$ cat src/rtl/rop_csr_bank.sv
// rop_csr_bank -- double-buffered, multi-context ROP control-register bank.
//
// Each of NUM_CTX contexts holds a shadow register set, written through the
// CSR path, and an active set, read by the ROP pipeline. A commit copies
// shadow to active once that context has no fragments in flight.
//
// Optional build macro: ROP_CSR_READBACK_EN
//   defined   : csr_rd_* returns the shadow word, registered.
//   undefined : csr_rd_data is tied to 0.
//
// Ports
//   clk, reset                  clock; asynchronous active-low reset
//   csr_wr_*                    shadow write (valid/ready, ctx, addr 0..15, data)
//   commit_*                    commit request (valid/ready, ctx)
//   commit_done/_ctx            one-cycle pulse when an active copy is updated
//   frag_in/_ctx, frag_in_ready fragment entering the pipeline
//   frag_out/_ctx               fragment retiring
//   sel_ctx, csrs_out           registered active state of sel_ctx
//   csr_rd_*                    shadow readback (registered)
//
// csrs_out bit layout, MSB first:
//   zbuf_addr[200:169] zbuf_pitch[168:137] cbuf_addr[136:105] cbuf_pitch[104:73]
//   sfunc[72:70] zfunc[69:67] sfail[66:64] zpass[63:61] zfail[60:58]
//   blend_mode_a[57:55] blend_mode_rgb[54:52]
//   dst_a[51:48] dst_rgb[47:44] src_a[43:40] src_rgb[39:36]
//   blend_const[35:4] logic_op[3:0]
module rop_csr_bank #(
  parameter int NUM_CTX  = 4,
  parameter int CTX_BITS = (NUM_CTX > 1) ? $clog2(NUM_CTX) : 1,
  parameter int CNT_BITS = 8,
  localparam int CSR_W   = 201
) (
  input  logic                clk,
  input  logic                reset,
  input  logic                csr_wr_valid,
  output logic                csr_wr_ready,
  input  logic [CTX_BITS-1:0] csr_wr_ctx,
  input  logic [3:0]          csr_wr_addr,
  input  logic [31:0]         csr_wr_data,
  input  logic                commit_valid,
  output logic                commit_ready,
  input  logic [CTX_BITS-1:0] commit_ctx,
  output logic                commit_done,
  output logic [CTX_BITS-1:0] commit_done_ctx,
  input  logic                frag_in,
  output logic                frag_in_ready,
  input  logic [CTX_BITS-1:0] frag_ctx,
  input  logic                frag_out,
  input  logic [CTX_BITS-1:0] frag_out_ctx,
  input  logic [CTX_BITS-1:0] sel_ctx,
  output logic [CSR_W-1:0]    csrs_out,
  input  logic                csr_rd_valid,
  input  logic [CTX_BITS-1:0] csr_rd_ctx,
  input  logic [3:0]          csr_rd_addr,
  output logic [31:0]         csr_rd_data
);

  typedef struct packed {
    logic [31:0] zbuf_addr;
    logic [31:0] zbuf_pitch;
    logic [31:0] cbuf_addr;
    logic [31:0] cbuf_pitch;
    logic [2:0]  sfunc;
    logic [2:0]  zfunc;
    logic [2:0]  sfail;
    logic [2:0]  zpass;
    logic [2:0]  zfail;
    logic [2:0]  blend_mode_a;
    logic [2:0]  blend_mode_rgb;
    logic [3:0]  dst_a;
    logic [3:0]  dst_rgb;
    logic [3:0]  src_a;
    logic [3:0]  src_rgb;
    logic [31:0] blend_const;
    logic [3:0]  logic_op;
  } rop_csrs_t;

  typedef enum logic [1:0] {S_IDLE, S_PEND, S_COPY} st_t;

  localparam logic [CNT_BITS-1:0] CNT_MAX = '1;

  // Bits above each field's width inside its byte lane are dropped.
  function automatic rop_csrs_t f_wr(rop_csrs_t s, logic [3:0] a, logic [31:0] d);
    rop_csrs_t r;
    r = s;
    case (a)
      4'd0: r.zbuf_addr  = d;
      4'd1: r.zbuf_pitch = d;
      4'd2: r.cbuf_addr  = d;
      4'd3: r.cbuf_pitch = d;
      4'd4: begin r.sfunc = d[10:8]; r.zfunc = d[2:0]; end
      4'd5: begin r.sfail = d[18:16]; r.zpass = d[10:8]; r.zfail = d[2:0]; end
      4'd6: begin r.blend_mode_a = d[10:8]; r.blend_mode_rgb = d[2:0]; end
      4'd7: begin
        r.dst_a = d[27:24]; r.dst_rgb = d[19:16];
        r.src_a = d[11:8];  r.src_rgb = d[3:0];
      end
      4'd8: r.blend_const = d;
      4'd9: r.logic_op    = d[3:0];
      default: ;
    endcase
    return r;
  endfunction

  rop_csrs_t           r_shadow [NUM_CTX];
  rop_csrs_t           r_active [NUM_CTX];
  st_t                 r_st     [NUM_CTX];
  st_t                 w_st_nxt [NUM_CTX];
  logic [CNT_BITS-1:0] r_cnt    [NUM_CTX];
  logic [CSR_W-1:0]    r_csrs_out;

  logic [NUM_CTX-1:0]  w_idle, w_fin_ok, w_in_acc, w_dec;
  logic                w_done;
  logic [CTX_BITS-1:0] w_done_ctx;

  always_comb begin
    for (int i = 0; i < NUM_CTX; i++) begin
      w_idle[i]   = (r_st[i] == S_IDLE);
      w_fin_ok[i] = w_idle[i] && (r_cnt[i] != CNT_MAX);
      w_dec[i]    = frag_out && (frag_out_ctx == CTX_BITS'(i)) && (r_cnt[i] != '0);
      // At the ceiling an incoming fragment paired with a retiring one nets
      // to zero, so it is taken rather than letting the count fall to max-1.
      w_in_acc[i] = frag_in && (frag_ctx == CTX_BITS'(i)) && w_idle[i] &&
                    ((r_cnt[i] != CNT_MAX) || w_dec[i]);
    end
  end

  // Lowest-index COPY context is the one reported (and copied) this cycle.
  always_comb begin
    w_done     = 1'b0;
    w_done_ctx = '0;
    for (int i = NUM_CTX - 1; i >= 0; i--) begin
      if (r_st[i] == S_COPY) begin
        w_done     = 1'b1;
        w_done_ctx = CTX_BITS'(i);
      end
    end
  end

  always_comb begin
    for (int i = 0; i < NUM_CTX; i++) begin
      w_st_nxt[i] = r_st[i];
      case (r_st[i])
        S_IDLE: if (commit_valid && commit_ctx == CTX_BITS'(i))
                  w_st_nxt[i] = (r_cnt[i] == '0 && !w_in_acc[i]) ? S_COPY : S_PEND;
        S_PEND: if (r_cnt[i] == '0) w_st_nxt[i] = S_COPY;
        S_COPY: if (w_done_ctx == CTX_BITS'(i)) w_st_nxt[i] = S_IDLE;
        default: w_st_nxt[i] = S_IDLE;
      endcase
    end
  end

  always_ff @(posedge clk or negedge reset) begin
    if (!reset) begin
      for (int i = 0; i < NUM_CTX; i++) begin
        r_st[i]     <= S_IDLE;
        r_cnt[i]    <= '0;
        r_shadow[i] <= '0;
        r_active[i] <= '0;
      end
      r_csrs_out <= '0;
    end else begin
      for (int i = 0; i < NUM_CTX; i++) begin
        r_st[i] <= w_st_nxt[i];
        if (w_in_acc[i] && !w_dec[i])      r_cnt[i] <= r_cnt[i] + 1'b1;
        else if (!w_in_acc[i] && w_dec[i]) r_cnt[i] <= r_cnt[i] - 1'b1;
        if (csr_wr_valid && w_idle[i] && csr_wr_ctx == CTX_BITS'(i))
          r_shadow[i] <= f_wr(r_shadow[i], csr_wr_addr, csr_wr_data);
        if (w_done && w_done_ctx == CTX_BITS'(i))
          r_active[i] <= r_shadow[i];
      end
      // Bypass the shadow so a copy shows on csrs_out the cycle after commit_done.
      r_csrs_out <= (w_done && w_done_ctx == sel_ctx) ? r_shadow[sel_ctx] : r_active[sel_ctx];
    end
  end

`ifdef ROP_CSR_READBACK_EN
  logic [31:0] r_rd_data;
  rop_csrs_t   w_rd_s;
  logic [31:0] w_rd_word;

  always_comb begin
    w_rd_s    = r_shadow[csr_rd_ctx];
    w_rd_word = '0;
    case (csr_rd_addr)
      4'd0: w_rd_word = w_rd_s.zbuf_addr;
      4'd1: w_rd_word = w_rd_s.zbuf_pitch;
      4'd2: w_rd_word = w_rd_s.cbuf_addr;
      4'd3: w_rd_word = w_rd_s.cbuf_pitch;
      4'd4: begin w_rd_word[10:8] = w_rd_s.sfunc; w_rd_word[2:0] = w_rd_s.zfunc; end
      4'd5: begin
        w_rd_word[18:16] = w_rd_s.sfail; w_rd_word[10:8] = w_rd_s.zpass;
        w_rd_word[2:0]   = w_rd_s.zfail;
      end
      4'd6: begin
        w_rd_word[10:8] = w_rd_s.blend_mode_a; w_rd_word[2:0] = w_rd_s.blend_mode_rgb;
      end
      4'd7: begin
        w_rd_word[27:24] = w_rd_s.dst_a; w_rd_word[19:16] = w_rd_s.dst_rgb;
        w_rd_word[11:8]  = w_rd_s.src_a; w_rd_word[3:0]   = w_rd_s.src_rgb;
      end
      4'd8: w_rd_word = w_rd_s.blend_const;
      4'd9: w_rd_word[3:0] = w_rd_s.logic_op;
      default: ;
    endcase
  end

  always_ff @(posedge clk or negedge reset) begin
    if (!reset)            r_rd_data <= '0;
    else if (csr_rd_valid) r_rd_data <= w_rd_word;
  end

  assign csr_rd_data = r_rd_data;
`else
  logic w_unused_rd;
  assign w_unused_rd = ^{csr_rd_valid, csr_rd_ctx, csr_rd_addr};
  assign csr_rd_data = '0;
`endif

  assign csr_wr_ready    = w_idle[csr_wr_ctx];
  assign commit_ready    = w_idle[commit_ctx];
  assign frag_in_ready   = w_fin_ok[frag_ctx];
  assign commit_done     = w_done;
  assign commit_done_ctx = w_done_ctx;
  assign csrs_out        = r_csrs_out;

endmodule

$ cat config.mk
export PLATFORM = sky130hd
export DESIGN_NAME = rop_csr_bank
export DESIGN_NICKNAME = d
export VERILOG_FILES = /design/src/rtl/rop_csr_bank.sv
export SDC_FILE = /design/constraint.sdc
export NUM_CORES = 2
export LEC_CHECK = 0
export CAP_MARGIN = 15
export CORE_MARGIN = 2
export CORE_UTILIZATION = 55
export DETAILED_ROUTE_END_ITERATION = 10
export PLACE_DENSITY_LB_ADDON = 0.1
export SLEW_MARGIN = 30
export SYNTH_ARGS = -nofsm -noshare
export SYNTH_HDL_FRONTEND = slang
export SYNTH_SLANG_ARGS = --single-unit
export TNS_END_PERCENT = 50
$ cat constraint.sdc
create_clock -name clk -period 6.84 [get_ports clk]
set_input_delay 1.026 -clock clk [delete_from_list [all_inputs] [get_ports clk]]
set_output_delay 1.026 -clock clk [all_outputs]
set_load 0.01 [all_outputs]
==> flow_summary.yaml <==
sta:
  fin_crit_ps: 4007
  final_hold_viol_count: 0
  finalCritPeriodShare: 0.5858
  finalSetupViolCount: 0
  slew_headroom: 0.3079
  fin_skew_ps: 24.94
  fmax_mhz: 249.6
  tns_ps: 0
  slew_violations: 0
  rsz0062_at_grt: "no"
  worst_pin_slew_ps: 1038
detailed_routing:
  drtPass1Iterations: 5
  routedWlPerCell_um: 25.15
  ant_nets: 0
  vias: 46776
  dr.first_iter.drc_count: 2981
  wl_um: 198600
  drc: 0
  routed_via_density: 5.923
setup_path:
  slowest_delay_ps: 600
  cp-end-kind: "output pin"
  required_ps: 5810
  crit_chain: "clkdlybuf4s50_1, or4_1, nand2_1, mux2_2, clkdlybuf4s50_1"
  r2r_cells: 5
  critPathSlowestCell: "or4_1"
  arrival_ps: 2980
  crit_path_start_kind: "input port"
  crit_path_max_fanout: 8
  path_class: "input port to output pin"
  crit_top_cell: "clkdlybuf4s50_1"
final_layout:
  area_growth_pct: 13.26
  final_cell_mix: "dfrtp_1, nand2_1, mux2_2, mux4_2, clkdlybuf4s50_1"
  fillers: 11030
  final_common_cell: "dfrtp_1"
  fin_nets: 5925
  register_area_um2: 46270
  multiInputGateArea_um2: 32120
  drive_gt1_frac: 0.3421
grt:
  grt_pass1_vias: 49592
  antenna_found_initial: 11
  overflow: 0
  grt_max_degree: 163
  grt_use_total: 0.2739
  grt_pass1_wl_um: 306800
yosys:
  synthesis.instances: 5680
  ys_ff_latch: 1849
  synthFlopType: "dfrtp_1"
  avgSynthCellArea_um2: 14.13
  ys_seq_area_frac: 0.5767
  ys_warn_count: 0
  postSynth.asyncResetShare: 1.000
  ys_top_cells_by_area: "dfrtp_1, mux2_2, mux4_2"
  synthDistinctLibCells: 55
  synth_edf_count: 0
  yosysTopAreaCell: "dfrtp_1"
  synth_top_area_share: 0.5767
  synth_area_um2: 80230
worst_hold_path:
  min_path_type: "input port to async pin"
floorplanning:
  die_area_um2: 149000
  coreArea_um2: 145200
  start_util: 0.5525
  rows: 140
  die_height_um: 385.9
  io_pins: 298
  fp.dieW_um: 385.9
cts:
  cts_sinks: 1849
  cts_hold_buf: 0
  max-clock-path-buffers: 3
  cts_resized: 0
  cts-root-buf: "clkbuf_16"
  path_clk_slew_ps: 60
  htree_num_levels: 4
  cts_tree: "done"
  postCtsSetupRepairBufs: 0
  numCtsBuffers: 190
  clock_latency_ps: 810
pwr:
  p_total_mw: 27.27
  p_per_area_nw_per_um2: 300.1
  peakVddDrop_v: 0.0002230
  leakagePower_nw: 44.96
placed_design:
  gp_congestion: 0.8182
  dp_hpwl_um: 111400
  io_buffer_count: 258
flow_run:
  cap_violations: 0
status:
  outcome: "finished, final reports clean"
-- flip-flops by register name, indices dropped and copies added (netlist names) --
name      cells
r_shadow    804
r_st          8
r_cnt        32
r_active    804
csrs_out    201
-- critical path: cells and delay by family --
kind / cells / cell delay, ps
AND/OR/NAND/NOR: 2 / 710
buffers and inverters: 2 / 1090
multiplexers: 1 / 150
-- stage by stage --
stage | instance area, µm² | cells | hold WS [ps] | worst slack, ps | utilization
after CTS | 90840 | 7896 | 235.1 | 2772 | 0.6256
after floorplan | 80350 | 5711 | 441.0 | 3374 | -
after global routing | 90870 | 7897 | 261.1 | 2711 | 0.6257
after global placement | 84400 | 7552 | 453.8 | 2467 | 0.5812
final | 90870 | 7898 | 172.0 | 2833 | 0.6258
after detailed placement | 84450 | 7555 | 459.0 | 2415 | 0.5816
-- logic make-up (layout without fill, tap and decap cells) --
group / Yosys count / count (layout) / share of synthesized area
flops: 1849 / 1849 / 0.5767
mux: 1816 / 1816 / 0.3116
simple gates: 1397 / 1397 / 0.06812
buf+inv: 444 / 713 / 0.02653
compound gates: 113 / 113 / 0.008515
fa+ha+maj: 35 / 35 / 0.005832
xor+xnor: 25 / 25 / 0.002729
other cells: 1 / 33 / 0.00004674
-- power breakdown --
part	total (mW)	internal, mW	switching, mW
sequential	13.1	12.2	0.898
combinational	3.59	1.92	1.67
clock	10.6	6.29	4.27
-- final timing paths --
| kind | from | to | slack, ps |
|---|---|---|---|
| min in group clk | r_active[518]$_DFFE_PN0P_ | r_active[518]$_DFFE_PN0P_ | 470 |
| worst max register to register | r_st[5]$_DFFE_PN0P_ | r_shadow[601]$_DFFE_PN0P_ | 3240 |
| max in group asynchronous | reset | r_shadow[349]$_DFFE_PN0P_ | 5070 |
| worst max-delay path | frag_ctx[0] | frag_in_ready | 2830 |
| worst min register to register | r_active[518]$_DFFE_PN0P_ | r_active[518]$_DFFE_PN0P_ | 470 |
| worst min-delay path | reset | r_active[457]$_DFFE_PN0P_ | 170 |
-- metal layers --
layer | GRT usage | wire length (µm)
met1 | 0.3769 | 85390
met5 | 0 | 21
met4 | 0.08330 | 5490
met2 | 0.4495 | 97410
met3 | 0.04709 | 10290
-- cell usage after synthesis, types with 4 or more instances --
cell type,instances
fa_1,4
o21ai_0,35
inv_1,14
buf_1,7
nand4_1,12
mux2_1,216
a21oi_1,34
ha_1,31
clkbuf_1,221
nand2b_1,9
xor2_1,11
o211ai_1,11
mux4_2,404
buf_2,147
nand2_1,1272
mux2_2,1195
nor4_1,5
or4_1,7
nor2b_1,12
o21a_1,4
buf_4,36
a211oi_1,5
dfrtp_1,1849
xnor2_1,14
buf_6,19
nand3_1,8
nor3_1,7
a21o_1,6
nor2_1,47
-- area by class of cell --
type                       count  share of cell area
multi-input combinational   3418              0.3534
sequential                  1849              0.5092
clock buffer                 296             0.06396
tap                         1917             0.02640
timing repair buffer         358             0.04010
antenna                        1          0.00002754
inverter                      14           0.0005783
clock inverter                45            0.006334
Power figures use the tool's default switching activity.
